==> src/rtl/req_arbiter4.sv <==
// req_arbiter4: four-requester arbiter, fixed-priority or round-robin,
// with hold-timeout forced release and one-cycle owner masking.
module req_arbiter4 #(
  parameter int MAX_HOLD = 8,
  parameter int CNT_W    = 4
) (
  input  logic       clk,
  input  logic       rst_n,
  input  logic [3:0] req,
  input  logic       rr_en,
  output logic [3:0] gnt,
  output logic [1:0] gnt_id,
  output logic       gnt_valid,
  output logic       timeout_pulse
);

  typedef enum logic {
    IDLE,
    GRANT
  } state_e;

  localparam logic [CNT_W-1:0] HOLD_MAX = CNT_W'(MAX_HOLD);
  localparam logic [CNT_W-1:0] CNT_SAT  = '1;
  localparam bit               TMO_EN   = (MAX_HOLD != 0);

  state_e           state_q, state_d;
  logic [CNT_W-1:0] cnt_q, cnt_d;
  logic [1:0]       last_q, last_d;
  logic [1:0]       id_q, id_d;
  logic [3:0]       mask_q, mask_d;
  logic [3:0]       gnt_q, gnt_d;
  logic             valid_q, valid_d;
  logic             tp_q, tp_d;

  logic [3:0] cand;
  logic [1:0] fp_w;
  logic [1:0] rr_w;
  logic [1:0] rr_idx;
  logic       rr_hit;
  logic [1:0] win;

  assign cand = req & ~mask_q;

  always_comb begin
    fp_w = 2'd0;
    priority case (1'b1)
      cand[3]: fp_w = 2'd3;
      cand[2]: fp_w = 2'd2;
      cand[1]: fp_w = 2'd1;
      default: fp_w = 2'd0;
    endcase
  end

  // Rotating search starting just after the last winner.
  always_comb begin
    rr_w   = last_q;
    rr_hit = 1'b0;
    rr_idx = 2'd0;
    for (int i = 1; i < 5; i++) begin
      rr_idx = last_q + 2'(i);
      if (!rr_hit && cand[rr_idx]) begin
        rr_hit = 1'b1;
        rr_w   = rr_idx;
      end
    end
  end

  assign win = rr_en ? rr_w : fp_w;

  always_comb begin
    state_d = state_q;
    cnt_d   = cnt_q;
    last_d  = last_q;
    id_d    = id_q;
    mask_d  = mask_q;
    gnt_d   = gnt_q;
    valid_d = valid_q;
    tp_d    = 1'b0;
    unique case (state_q)
      IDLE: begin
        mask_d = 4'b0000;
        if (cand != 4'b0000) begin
          state_d = GRANT;
          gnt_d   = 4'b0001 << win;
          id_d    = win;
          last_d  = win;
          valid_d = 1'b1;
          cnt_d   = CNT_W'(1);
        end
      end
      GRANT: begin
        if (!req[id_q]) begin
          state_d = IDLE;
          gnt_d   = 4'b0000;
          valid_d = 1'b0;
        end else if (TMO_EN && cnt_q == HOLD_MAX) begin
          state_d = IDLE;
          gnt_d   = 4'b0000;
          valid_d = 1'b0;
          tp_d    = 1'b1;
          mask_d  = 4'b0001 << id_q;
        end else if (cnt_q != CNT_SAT) begin
          cnt_d = cnt_q + CNT_W'(1);
        end
      end
      default: state_d = IDLE;
    endcase
  end

  always_ff @(posedge clk or negedge rst_n) begin
    if (!rst_n) begin
      state_q <= IDLE;
      cnt_q   <= '0;
      last_q  <= 2'd3;
      id_q    <= 2'd0;
      mask_q  <= 4'b0000;
      gnt_q   <= 4'b0000;
      valid_q <= 1'b0;
      tp_q    <= 1'b0;
    end else begin
      state_q <= state_d;
      cnt_q   <= cnt_d;
      last_q  <= last_d;
      id_q    <= id_d;
      mask_q  <= mask_d;
      gnt_q   <= gnt_d;
      valid_q <= valid_d;
      tp_q    <= tp_d;
    end
  end

  assign gnt           = gnt_q;
  assign gnt_id        = id_q;
  assign gnt_valid     = valid_q;
  assign timeout_pulse = tp_q;

endmodule

==> config.mk <==
export PLATFORM = sky130hd
export DESIGN_NAME = req_arbiter4
export DESIGN_NICKNAME = d
export VERILOG_FILES = /design/src/rtl/req_arbiter4.sv
export SDC_FILE = /design/constraint.sdc
export NUM_CORES = 1
export LEC_CHECK = 0
export BUFFER_PORTS_ARGS = -buffer_cell sky130_fd_sc_hd__clkbuf_2
export CORE_MARGIN = 3
export CORE_UTILIZATION = 53
export CTS_BUF_LIST = sky130_fd_sc_hd__clkbuf_4 sky130_fd_sc_hd__clkbuf_8
export DETAILED_ROUTE_END_ITERATION = 8
export GPL_TIMING_DRIVEN = 0
export PLACE_DENSITY = 0.79
export SYNTH_ARGS = -nofsm -noshare
export SYNTH_HDL_FRONTEND = slang
export SYNTH_SLANG_ARGS = --single-unit
==> constraint.sdc <==
create_clock -name clk -period 1.67 [get_ports clk]
set_input_delay 0.334 -clock clk [delete_from_list [all_inputs] [get_ports clk]]
set_output_delay 0.334 -clock clk [all_outputs]
set_load 0.02 [all_outputs]
==> impl_metrics.tcl <==
set metrics [dict create \
    synth_edf_count 0 \
    max_freq_mhz 584 \
    slew_violations 0 \
    power_density_mw_per_mm2 1580 \
    detail_route.drc_violations 0 \
    die_area_sq_mm 0.00268 \
    crit_path_max_incr_delay_ns 0.38 \
    fillers 140 \
    synthArstFlopShare_pct 100 \
    internal-power_mw 1.32 \
    switching_power_mw 0.984 \
    syn_area_sq_mm 0.00111 \
    drtIter0Drc 24 \
    clk_pin_slew_ns 0.12 \
    r2r_slack_ns -0.04 \
    switching_share_pct 42.8 \
    cp.required_ns 1.92 \
    pin_count 15 \
    worstPathMaxFanout 6 \
    violations "negative setup slack" \
    cp_slowest_cell "dfrtp_1" \
    final_area_sq_mm 0.00145 \
    synth_nets 120 \
    whs_path_depth 3 \
    final_util_pct 79.0 \
    worst_setup_path_start_kind "flop" \
    vias_per_cell 6.10 \
    setup_tns_ns -0.103 \
    max_cap_violations 0 \
    rsz0062_at_grt "yes" \
    p_comb_share_pct 52.1 \
    synth_seq_cells 19 \
    min_path_type "in -> reg" \
    dieWidth_microns 51.7 \
    r2r_end "gnt_id[1]" \
    core_area_sq_mm 0.00184 \
    reg2regPathDepth 5 \
    numCtsBuffers 3 \
    fp-row-count 15 \
    place_hpwl_microns 1680 \
    setup-violations-final 4 \
    vdd_drop_max_mv 0.878 \
    hp-start "rr_en" \
    outcome "finished, violations left" \
    worst-endpoint-arrival_ns 1.96 \
    whs_endpoint "gnt[0]" \
    wirelength_microns 2770 \
    drt_first_pass_iters 4 \
    syn_area_per_cell_sq_um 9.99 \
    place_inst 150 \
    leakage_nw 0.632 \
    post_drt_wl_per_cell_microns 16.8 \
    synth_flop_cell "dfrtp_1" \
    placed_cell_area_sq_mm 0.00121 \
    clk_path_buf_depth 2 \
    io_buffers 14 \
    ys_warn_count 0 \
    path_class "reg -> reg" \
    synth.distinct_cells 40 \
    h-tree-depth 1 \
    synth_cells 111 \
    antenna_found_initial 0 \
    worstSetupEndpointType "flop" \
    clk_latency_ns 0.32 \
    maxSlewHeadroom_pct 68.6 \
    tritoncts "yes" \
    antenna_left 0 \
    pre_cts_ws_ns -0.131 \
    period_share_pct 102 \
    die_y_microns 51.7 \
    power_mw 2.30 \
    finalHoldViolations 0 \
    gr-total-overflow 0 \
    cpLargestDelayFamily "compound AO/OA/AOI/OAI gates" \
    area_growth_pct 31.0 \
    cp_cell_sequence "and2b_2 -> a211oi_1 -> o221ai_2 -> a31oi_4 -> mux2_2" \
    grt_usage_pct 21.0 \
    num_vias 1006 \
    p_clk_share_pct 11.5 \
    grt_start_max_net_pins 20 \
    grt_pass1_wl_microns 4180 \
    n_antenna_cell 0 \
    critPathLaunch "mask_q[3]" \
    pwr-share-seq_pct 36.3 \
    start_util_pct 60.3 \
    final_cells 165 \
    timing.rr.start "mask_q[3]" \
    min_period_ns 1.71 \
    setup_ws_ns -0.0411 \
    cp_num_buf_inv 0 \
    nets 150 \
    layout-drive-gt1-share_pct 42.9 \
    routabilityCongestion 0.787 \
    cts.sink_count 19 \
    worst_slew_pin_slew_ns 0.468 \
    yosysSeqAreaShare_pct 43.1 \
    cts-root-buf "clkbuf_4" \
    first_global_vias 925 \
    worst_clock_skew_ns 0.0116 \
    holdWs_ns 0.422 \
]
cell families after synthesis:
| logic type | Yosys count | synth area share, % |
|---|---|---|
| simple gates | 46 | 24.4 |
| flops | 19 | 43.1 |
| buf+inv | 6 | 2.03 |
| mux | 4 | 5.08 |
| compound gates | 34 | 23.1 |
| fa+ha+maj | 2 | 2.26 |
how the worst max path moves through the flow:
stage                      to  depth (start not counted)
global route           gnt[3]                          5
CTS                 gnt_id[1]                          5
finish              gnt_id[1]                          5
floorplan              gnt[2]                          5
global placement    gnt_id[1]                          4
detailed placement  gnt_id[1]                          4
metal layers:
| metal | part of all wire, % | GRT usage (%) | wire length [microns] |
|---|---|---|---|
| met5 | 0 | 0 | 0 |
| met4 | 2.1 | 11.4 | 59 |
| met1 | 45 | 27.5 | 1240 |
| met3 | 5.1 | 2.87 | 141 |
| met2 | 48 | 33.5 | 1330 |
placed cells by master (no fill, tap or decap), types with 3 or more instances in the layout:
| cell type | Yosys | final |
|---|---|---|
| dfrtp_1 | 17 | 16 |
| clkbuf_2 | 0 | 16 |
| o21ai_0 | 7 | 3 |
| nand2_1 | 11 | 11 |
| o21ai_1 | 0 | 3 |
| buf_4 | 0 | 11 |
| nor2b_1 | 7 | 6 |
| nand2b_1 | 6 | 4 |
| clkbuf_4 | 0 | 4 |
| nor3b_2 | 0 | 3 |
| nor3_1 | 4 | 3 |
| a21oi_1 | 7 | 6 |
power by group through the flow:
stage / Clock (mW) / Sequential [mW] / Combinational [mW]
2_1_floorplan: 0 / 0.860 / 0.603
3_5_place_dp: 0 / 0.805 / 0.904
6_report: 0.266 / 0.836 / 1.20
3_3_place_gp: 0 / 0.792 / 0.878
5_1_grt: 0.290 / 0.859 / 1.32
4_1_cts: 0.263 / 0.815 / 0.964
timing repair:
item | in CTS | in global routing
resized for setup | 9 | 25
buffers inserted | 5 | 6
hold buffers | 1 | 0
pin swaps | 7 | 4
hold endpoints to repair | 17 | 0
endpoints found under the setup margin | 13 | 16
cells in the mapped netlist, types with 2 or more instances:
library cell / instances / share of area [%]
a211oi_1: 2 / 1.4
a21o_1: 2 / 1.4
a21oi_1: 7 / 3.2
a22o_1: 2 / 1.6
clkbuf_1: 3 / 1.0
dfrtp_1: 17 / 38
dfstp_2: 2 / 4.7
ha_1: 2 / 2.3
inv_1: 3 / 1.0
mux2_2: 3 / 3.0
nand2_1: 11 / 3.7
nand2b_1: 6 / 3.4
nand3_1: 3 / 1.4
nand3b_1: 2 / 1.4
nor2b_1: 7 / 4.0
nor3_1: 4 / 1.8
nor3b_1: 3 / 2.0
o21ai_0: 7 / 3.2
o31ai_1: 3 / 2.0
or3_1: 2 / 1.1
sequential cells by signal, indices dropped and copies added (netlist names):
name,flops
gnt_valid,1
state_q,1
mask_q,4
gnt,4
last_q,2
timeout_pulse,1
gnt_id,2
cnt_q,4
worst register-to-register path: stages (launching register included):
cell	delay, ns
dfrtp_1	0.38
and2b_2	0.28
a211oi_1	0.36
o221ai_2	0.18
a31oi_4	0.25
mux2_2	0.20
cell type report:
class | instances | area, sq um | area share (%)
Tap cell | 25 | 31.3 | 2.15
Sequential cell | 19 | 479 | 33.0
Inverter | 3 | 11.3 | 0.775
Buffer | 2 | 12.5 | 0.861
Clock buffer | 4 | 30.0 | 2.07
Timing Repair Buffer | 26 | 160 | 11.0
Multi-Input combinational cell | 86 | 728 | 50.1
Power figures use the tool's default switching activity.
